==> src/rtl/store_buffer_coalesce.sv <==
// Two-stage store buffer: speculative FIFO until commit, then a commit FIFO that drains to the D$.
// Same-word commits can merge into the commit-queue tail when COALESCE_EN is set.
module store_buffer_coalesce #(
  parameter int unsigned DEPTH_SPEC   = 4,
  parameter int unsigned DEPTH_COMMIT = 8,
  parameter int unsigned PLEN         = 56,
  parameter int unsigned XLEN         = 64,
  parameter int unsigned MATCH_LSB    = 3,
  parameter bit          COALESCE_EN  = 1'b1
) (
  input  logic              clk_i,
  input  logic              rst_ni,
  input  logic              flush_i,
  input  logic              stall_st_pending_i,
  input  logic              valid_i,
  input  logic [PLEN-1:0]   paddr_i,
  input  logic [XLEN-1:0]   data_i,
  input  logic [XLEN/8-1:0] be_i,
  input  logic [1:0]        data_size_i,
  input  logic              valid_without_flush_i,
  input  logic              commit_i,
  output logic              ready_o,
  output logic              commit_ready_o,
  input  logic [11:0]       page_offset_i,
  output logic              page_offset_matches_o,
  output logic              no_st_pending_o,
  output logic              store_buffer_empty_o,
  output logic              data_req_o,
  input  logic              data_gnt_i,
  output logic [PLEN-1:0]   addr_o,
  output logic [XLEN-1:0]   wdata_o,
  output logic [XLEN/8-1:0] be_o,
  output logic [1:0]        size_o,
  output logic              coalesced_o
);

  localparam int unsigned BW  = XLEN / 8;
  localparam int unsigned OFF = $clog2(BW);
  localparam int unsigned SPW = $clog2(DEPTH_SPEC);
  localparam int unsigned CMW = $clog2(DEPTH_COMMIT);
  localparam int unsigned SCW = SPW + 1;
  localparam int unsigned CCW = CMW + 1;

  typedef struct packed {
    logic            valid;
    logic [PLEN-1:0] addr;
    logic [XLEN-1:0] data;
    logic [BW-1:0]   be;
    logic [1:0]      size;
  } entry_t;

  entry_t          spec_q   [DEPTH_SPEC];
  entry_t          spec_d   [DEPTH_SPEC];
  entry_t          commit_q [DEPTH_COMMIT];
  entry_t          commit_d [DEPTH_COMMIT];
  logic [SPW-1:0]  spec_wptr_q, spec_wptr_d, spec_rptr_q, spec_rptr_d;
  logic [SCW-1:0]  spec_cnt_q, spec_cnt_d;
  logic [CMW-1:0]  cm_wptr_q, cm_wptr_d, cm_rptr_q, cm_rptr_d;
  logic [CCW-1:0]  cm_cnt_q, cm_cnt_d;

  entry_t          push_ent;
  entry_t          spec_head;
  entry_t          cm_head;
  entry_t          cm_tail;
  entry_t          merged;
  logic [CMW-1:0]  tail_idx;
  logic            merge;
  logic            drain_fire;
  logic            match_c;
  logic            unused_page_bits;

  assign push_ent   = '{valid: 1'b1, addr: paddr_i, data: data_i, be: be_i, size: data_size_i};
  assign spec_head  = spec_q[spec_rptr_q];
  assign cm_head    = commit_q[cm_rptr_q];
  assign tail_idx   = cm_wptr_q - CMW'(1);
  assign cm_tail    = commit_q[tail_idx];

  // With at least two entries queued the tail can never be the head being presented.
  assign merge = COALESCE_EN && commit_i && (cm_cnt_q >= CCW'(2)) && cm_tail.valid &&
                 (cm_tail.addr[PLEN-1:OFF] == spec_head.addr[PLEN-1:OFF]);

  always_comb begin
    merged = cm_tail;
    for (int unsigned b = 0; b < BW; b++) begin
      if (spec_head.be[b]) merged.data[8*b +: 8] = spec_head.data[8*b +: 8];
    end
    merged.be   = cm_tail.be | spec_head.be;
    merged.size = 2'(OFF);
  end

  assign data_req_o = cm_head.valid && !stall_st_pending_i;
  assign drain_fire = data_req_o && data_gnt_i;

  always_comb begin
    spec_d      = spec_q;
    spec_wptr_d = spec_wptr_q;
    spec_rptr_d = spec_rptr_q;
    commit_d    = commit_q;
    cm_wptr_d   = cm_wptr_q;
    cm_rptr_d   = cm_rptr_q;

    // Pop before push so a full-queue push+pop reuses the freed slot.
    if (commit_i) begin
      spec_d[spec_rptr_q].valid = 1'b0;
      spec_rptr_d = spec_rptr_q + SPW'(1);
    end
    if (valid_i) begin
      spec_d[spec_wptr_q] = push_ent;
      spec_wptr_d = spec_wptr_q + SPW'(1);
    end
    spec_cnt_d = spec_cnt_q + SCW'(valid_i) - SCW'(commit_i);
    if (flush_i) begin
      for (int unsigned i = 0; i < DEPTH_SPEC; i++) spec_d[i].valid = 1'b0;
      spec_wptr_d = spec_rptr_d;
      spec_cnt_d  = '0;
    end

    if (drain_fire) begin
      commit_d[cm_rptr_q].valid = 1'b0;
      cm_rptr_d = cm_rptr_q + CMW'(1);
    end
    if (commit_i) begin
      if (merge) begin
        commit_d[tail_idx] = merged;
      end else begin
        commit_d[cm_wptr_q]       = spec_head;
        commit_d[cm_wptr_q].valid = 1'b1;
        cm_wptr_d = cm_wptr_q + CMW'(1);
      end
    end
    cm_cnt_d = cm_cnt_q + CCW'(commit_i && !merge) - CCW'(drain_fire);
  end

  always_ff @(posedge clk_i or negedge rst_ni) begin
    if (!rst_ni) begin
      spec_q      <= '{default: '0};
      commit_q    <= '{default: '0};
      spec_wptr_q <= '0;
      spec_rptr_q <= '0;
      spec_cnt_q  <= '0;
      cm_wptr_q   <= '0;
      cm_rptr_q   <= '0;
      cm_cnt_q    <= '0;
    end else begin
      spec_q      <= spec_d;
      commit_q    <= commit_d;
      spec_wptr_q <= spec_wptr_d;
      spec_rptr_q <= spec_rptr_d;
      spec_cnt_q  <= spec_cnt_d;
      cm_wptr_q   <= cm_wptr_d;
      cm_rptr_q   <= cm_rptr_d;
      cm_cnt_q    <= cm_cnt_d;
    end
  end

  // Loads may alias any buffered store or the store whose address is arriving this cycle.
  always_comb begin
    match_c = valid_without_flush_i && (paddr_i[11:MATCH_LSB] == page_offset_i[11:MATCH_LSB]);
    for (int unsigned i = 0; i < DEPTH_SPEC; i++) begin
      if (spec_q[i].valid && (spec_q[i].addr[11:MATCH_LSB] == page_offset_i[11:MATCH_LSB]))
        match_c = 1'b1;
    end
    for (int unsigned i = 0; i < DEPTH_COMMIT; i++) begin
      if (commit_q[i].valid && (commit_q[i].addr[11:MATCH_LSB] == page_offset_i[11:MATCH_LSB]))
        match_c = 1'b1;
    end
  end

  assign unused_page_bits      = ^page_offset_i[MATCH_LSB-1:0];
  assign page_offset_matches_o = match_c;
  assign ready_o               = (spec_cnt_d < SCW'(DEPTH_SPEC)) || commit_i;
  assign commit_ready_o        = cm_cnt_q < CCW'(DEPTH_COMMIT);
  assign no_st_pending_o       = (cm_cnt_q == '0);
  assign store_buffer_empty_o  = (spec_cnt_q == '0) && (cm_cnt_q == '0);
  assign addr_o                = cm_head.addr;
  assign wdata_o               = cm_head.data;
  assign be_o                  = cm_head.be;
  assign size_o                = cm_head.size;
  assign coalesced_o           = merge;

  // A full commit queue may only take a commit that merges or coincides with a grant.
  always @(posedge clk_i) begin
    if (rst_ni) begin
      assert (!(flush_i && commit_i)) else $error("store buffer: flush together with commit");
      assert (!(commit_i && !commit_ready_o && !drain_fire && !merge))
        else $error("store buffer: commit into full commit queue");
    end
  end

endmodule

==> config.mk <==
export PLATFORM = sky130hd
export DESIGN_NAME = store_buffer_coalesce
export DESIGN_NICKNAME = d
export VERILOG_FILES = /design/src/rtl/store_buffer_coalesce.sv
export SDC_FILE = /design/constraint.sdc
export NUM_CORES = 2
export LEC_CHECK = 0
export BUFFER_PORTS_ARGS = -buffer_cell sky130_fd_sc_hd__buf_4
export CAP_MARGIN = 20
export CORE_AREA = 2 2 501 503
export DETAILED_ROUTE_END_ITERATION = 16
export DIE_AREA = 0 0 503 505
export SLEW_MARGIN = 20
export SYNTH_ARGS = -nofsm -noshare
export SYNTH_HDL_FRONTEND = slang
export SYNTH_SLANG_ARGS = --single-unit
export TNS_END_PERCENT = 30
==> constraint.sdc <==
create_clock -name clk_i -period 12 [get_ports clk_i]
set_input_delay 1.2 -clock clk_i [delete_from_list [all_inputs] [get_ports clk_i]]
set_output_delay 1.2 -clock clk_i [all_outputs]
set_load 0.05 [all_outputs]
## After elaboration in Yosys (flattened, before gate mapping)

Cells that the tools add are included.

- Register bits after elaboration: 1589
- Input port bits: 150
- Output and inout bits: 137

- Add/sub/neg operators: 9
- Order comparisons: 13
- Equality and inequality tests: 14
- Mux-type cells: 60
- Bitwise gates (word level): 7
- Reduce and logical (&&, ||, !) cells: 32

Operators by type and width:

| kind | number |
|---|---|
| $bwmux W1048 | 4 |
| $mux W1048 | 3 |
| $demux W131 S3 | 4 |
| $mux W131 | 12 |
| $bwmux W524 | 2 |
| $mux W524 | 2 |
| $bmux W131 S3 | 2 |
| $demux W131 S2 | 2 |
| $bmux W131 S2 | 1 |
| $eq A9 B9 Y1 | 13 |
| $mux W8 | 8 |
| $eq A53 B53 Y1 | 1 |
| $logic_and A1 B1 Y1 | 25 |
| $mux W1 | 16 |
| $ge A4 B4 Y1 const B | 3 |
| $lt A4 B1 Y1 const B | 3 |
| $not A3 Y4 | 3 |
| $or A8 B8 Y8 | 1 |
| $add A3 B1 Y3 const B | 2 |
| $ge A3 B3 Y1 const B | 2 |
| $lt A3 B1 Y1 const B | 2 |
| $mux W2 | 3 |
| $not A2 Y3 | 2 |
| $add A2 B1 Y2 const B | 2 |
| 16 further kinds | 17 |

## Longest topological paths before layout

- Depth in word-level cells: 14
- Gate-level depth with buffers: 30

## Worst setup path before layout

No wires, ideal clock.

- Kind: reg-to-output
- Start point: register cm_wptr_q[0]
- End point: output port coalesced_o
- Arrival: 6.094 ns
- Required time: 10.800 ns
- Path slack: 4.706 ns
- Stages on the path, launching flop included: 23
- Path buffers: 12
- Cells stage by stage: dfrtp_1 > buf_6 > buf_6 > buf_8 > buf_12 > inv_2 > buf_1 > clkbuf_1 > clkbuf_1 > clkbuf_1 > ha_1 > xor2_2 > mux4_2 > buf_2 > xor2_1 > or4_1 > nor4_1 > and4_1 > buf_2 > nand3_2 > inv_2 > buf_2 > buf_1

- Word-level cells in the longest chain between the ends: 7
- Elaborated cells between the ends (all ways): 8
- Those cells by class: add/sub: 1; eq/ne: 1; mux: 3; bitwise: 1; reduce/logical: 2

Ends and longest elaborated chain:

| element | line | text |
|---|---|---|
| from (decl) | 58 | `logic [CMW-1:0] cm_wptr_q, cm_wptr_d, cm_rptr_q, cm_rptr_d;` |
| from (signal assigned) | 150 | `cm_wptr_q <= cm_wptr_d;` |
| $sub A3 B1 Y3 (*) | 75 | `assign tail_idx = cm_wptr_q - CMW'(1);` |
| net tail_idx[0] | 66 | `logic [CMW-1:0] tail_idx;` |
| $not A3 Y4 (implied by the code) (*) | 76 | `assign cm_tail = commit_q[tail_idx];` |
| $bmux W131 S3 (*) | 76 |  |
| $mux W131 (implied by the code) (*) (2 in a row) | 76 |  |
| $eq A53 B53 Y1 or $logic_and A1 B1 Y1 (tied branches) | 80, 79 |  |
| $logic_and A1 B1 Y1 (*) | 79 | `assign merge = COALESCE_EN && commit_i && (cm_cnt_q >= CCW'(2)) && cm_tail.valid &&` |
| to (decl) | 34 | `output logic coalesced_o` |

Mark *: on every way through the listed nets, which the timed path passes. The rest lies on a longest branch. The select of a mux whose other input is x is not followed.

## Final worst setup path

- Start point: register cm_wptr_q[0]
- End point: output port coalesced_o

- Word-level cells in the longest chain between the ends: 7
- Elaborated cells between the ends (all ways): 8
- Those cells by class: add/sub: 1; eq/ne: 1; mux: 3; bitwise: 1; reduce/logical: 2

Ends and longest elaborated chain:

| element | line |
|---|---|
| $sub A3 B1 Y3 (*) | 75 |
| $not A3 Y4 (implied by the code) (*) | 76 |
| $bmux W131 S3 (*) | 76 |
| $mux W131 (implied by the code) (*) (2 in a row) | 76 |
| $eq A53 B53 Y1 or $logic_and A1 B1 Y1 (tied branches) | 80, 79 |
| $logic_and A1 B1 Y1 (*) | 79 |

Mark *: on every way between the ends. The rest lies on a longest branch, timed or not. The select of a mux whose other input is x is not followed.

==> Flow_metrics.wiki <==
{| class="wikitable"
! Metric !! Value
|-
| Number of distinct library cells after synthesis || 81
|-
| # H-tree levels || 4
|-
| Storage cell area || 39800 um^2
|-
| Num CTS Buffers || 175
|-
| Post-detailed-placement half-perimeter wirelength || 212 mm
|-
| Net Count, Synth || 8970
|-
| Setup repair after global routing missed its margin || no
|-
| Worst setup skew after layout || 0.0573 ns
|-
| Layout overhead on the synthesized area || 10.4%
|-
| Initial Utilization || 39.8%
|-
| Vias in the first global route || 78500
|-
| Area share of xor/xnor cells in the synthesized design || 1.51%
|-
| Path class of the lowest-slack min-delay path || in2async
|-
| Highest routing layer actually used || met5
|-
| Sequential area share after synthesis || 40.2%
|-
| Arithmetic-cell share of the synthesized area counting full adders, half adders and majority gates || 0.268%
|-
| Final weighted congestion of routability-driven global placement || 0.900
|-
| Routed met2 length || 162 mm
|-
| First-pass detailed-route iteration total || 7
|-
| Core footprint || 248000 um^2
|-
| Setup Fix Bufs, Post-CTS || 0
|-
| Final Cycle Share || 75.3%
|-
| DRC || 0
|-
| Number of fill cells in the layout || 22800
|-
| Final Hold Violating Endpoints || 0
|-
| Largest area contributor in the netlist || dfrtp_1
|-
| Met3 WL post-DR || 43.0 mm
|-
| Post-synth EDFFs || 0
|-
| Fraction of the core area covered by cells at the end of the flow || 44.0%
|-
| Setup slack after placement || 3.67 ns
|-
| Clock latency of the later-clocked register in the worst-skew pair || 0.87 ns
|-
| Cell count after synthesis || 8800
|-
| Biggest area contributors in the synthesized netlist || dfrtp_1 (40%), mux2_2 (12%), mux4_2 (12%), mux2i_1 (10%), nand2_1 (7.0%)
|-
| Largest fanout on the critical path || 97
|-
| Startpoint type of the worst setup path || register
|-
| Resized cells post-CTS || 0
|-
| Sum Neg Setup Slack || 0 ns
|-
| Most frequently used flop master after synthesis || dfrtp_1
|-
| Largest family of logic cells by synthesized area || multiplexers
|-
| Post-synthesis compound-gate area fraction || 8.75%
|-
| Slew Limit Headroom || 17.2%
|-
| Proportion of layout cells with a drive suffix above 1 || 27.6%
|-
| Element type at the critical path end || output pin
|-
| Multi-input gate area in the final layout || 55200 um^2
|-
| Die Y || 505 um
|-
| Register bit total from synthesis || 1589
|-
| Cell chosen for the clock root || clkbuf_16
|-
| Number of hold buffers added after CTS || 0
|-
| Total routing usage reported by global routing || 28.8%
|-
| Global route total overflow || 0
|-
| Clock tree buffer depth || 3
|-
| Arrival time at the worst endpoint || 7.84 ns
|-
| Post-layout net count || 8740
|-
| Number of buffer cells added on primary ports || 283
|-
| Number of top-level pins || 287
|-
| Clock transition at the registers of the reported paths || 0.06 ns
|-
| Endpoint required time on the critical path || 10.80 ns
|-
| Simple-gate area share of the yosys netlist || 9.44%
|-
| Share of the synthesized area in the top cell type || 40.2%
|-
| Final setup vio count || 0
|-
| Wire length the detailed router placed on met1 || 148 mm
|-
| Global-route wire length before repair || 547 mm
|-
| Fmax || 111 MHz
|-
| Post-Route WL || 372 mm
|-
| Number of nets still failing antenna checks after routing || 0
|-
| Synth Cell Area || 98800 um^2
|-
| Die area || 254000 um^2
|-
| Number of antenna violations at the first check in global routing || 31
|-
| Async S/R FF share, synth || 100%
|-
| DR vias/cell || 6.41
|-
| Dpl cell area || 103000 um^2
|-
| Post-layout min period || 9.04 ns
|-
| Synthesized area divided by synthesized cell count || 11.2 um^2
|-
| Mux contribution to synthesized area || 35.6%
|-
| Count of clock tree sinks || 1589
|-
| Most repeated cell in the gate-level netlist after synthesis || nand2_1
|-
| Die Span X || 503 um
|-
| Wire length per cell || 30.9 um
|-
| Number of vias in the routed layout || 77200
|-
| Number of violations of the max-capacitance limit || 0
|-
| Transition time at the pin with the least slew margin || 1.24 ns
|-
| Number of synthesis warnings || 0
|-
| Floorplan row count || 183
|-
| Final non-filler cell area || 109000 um^2
|-
| Iter 0 DRT Violations || 9501
|-
| Maximum number of pins on one net before global-route repair || 167
|-
| Leading post-synthesis cells by instance count || nand2_1 (1842), dfrtp_1 (1589), mux2_2 (1056)
|-
| Setup Crit Path Kind || reg2out
|-
| Clock tree from TritonCTS || done
|-
| Final slew viol count || 0
|-
| Status || completed
|-
| Worst setup margin || 2.96 ns
|}
cell usage in the layout, fill, tap and decap left out, drive strengths merged, types with 17 or more instances in the layout:
cell	instances
nand2	1842
dfrtp	1589
mux2	1186
mux2i	1028
a22o	619
mux4	511
buf	452
clkbuf	265
a21oi	131
xor2	110
nor2	105
inv	92
o21ai	70
nand2b	65
xnor2	59
nand3	47
or2	44
a31oi	42
nor3	42
nand4	33
nor4	30
clkinv	28
a211oi	22
a221o	22
and3	20
a221oi	20
ha	18
a222oi	17
registers in the layout (all words and copies together), names as in the netlist:
signal,flops
cm_cnt_q,4
cm_rptr_q,3
cm_wptr_q,3
commit_q,1048
spec_cnt_q,3
spec_q,524
spec_rptr_q,2
spec_wptr_q,2
critical path, cell delays in order (launching register included):
cell and delay (ns):
dfrtp_4 0.95, inv_4 0.34, ha_4 0.79, buf_4 0.82
buf_12 0.60, mux4_2 0.33, nor2_1 0.06, a221oi_4 0.42
xnor2_1 0.20, nor4_1 0.35, and4b_1 0.43, nand3_2 0.30
buf_4 0.37, inv_8 0.56, buf_4 0.32
final cells by class:
class | count | share of cell area [%]
antenna | 8 | 0.0183
timing repair buffer | 452 | 3.42
multi-input combinational | 6270 | 50.6
clock buffer | 265 | 4.80
clock inverter | 49 | 0.623
sequential | 1589 | 36.5
tap | 3330 | 3.82
inverter | 82 | 0.296
path summary, 6_finish.rpt:
check / startpoint / to / slack, ns / depth (start not counted)
max: cm_wptr_q[0] / coalesced_o / 2.96 / 14
min: rst_ni / spec_q[505] / 0.33 / 1
max reg2reg: cm_wptr_q[0] / commit_q[508] / 3.47 / 16
min reg2reg: commit_q[0] / commit_q[0] / 0.49 / 1
max in group asynchronous: rst_ni / spec_q[63] / 8.64 / 4
min in group clk_i: commit_q[0] / commit_q[0] / 0.49 / 1
routing by layer:
metal	vias up	track usage (%)
li1	31600	-
met1	39900	38.9
met2	4565	42.6
met3	1024	7.92
met4	42	13.4
met5	-	0
cell families (layout without fill, tap and decap cells):
| kind of cell | Yosys count | in the layout |
|---|---|---|
| other cells | 0 | 8 |
| simple gates | 2272 | 2272 |
| mux | 2725 | 2725 |
| compound gates | 1084 | 1084 |
| xor+xnor | 169 | 169 |
| buf+inv | 941 | 848 |
| flops | 1589 | 1589 |
| fa+ha+maj | 20 | 20 |
through the flow:
step / hold slack [ns] / std cells
after floorplan: 0.453 / 8800
after global placement: 0.469 / 11700
after detailed placement: 0.478 / 11700
after CTS: 0.354 / 12000
after global routing: 0.370 / 12000
final: 0.326 / 12000
Power is not shown: default switching activity piles up to over one toggle a cycle in this logic, so the estimate is an artifact.
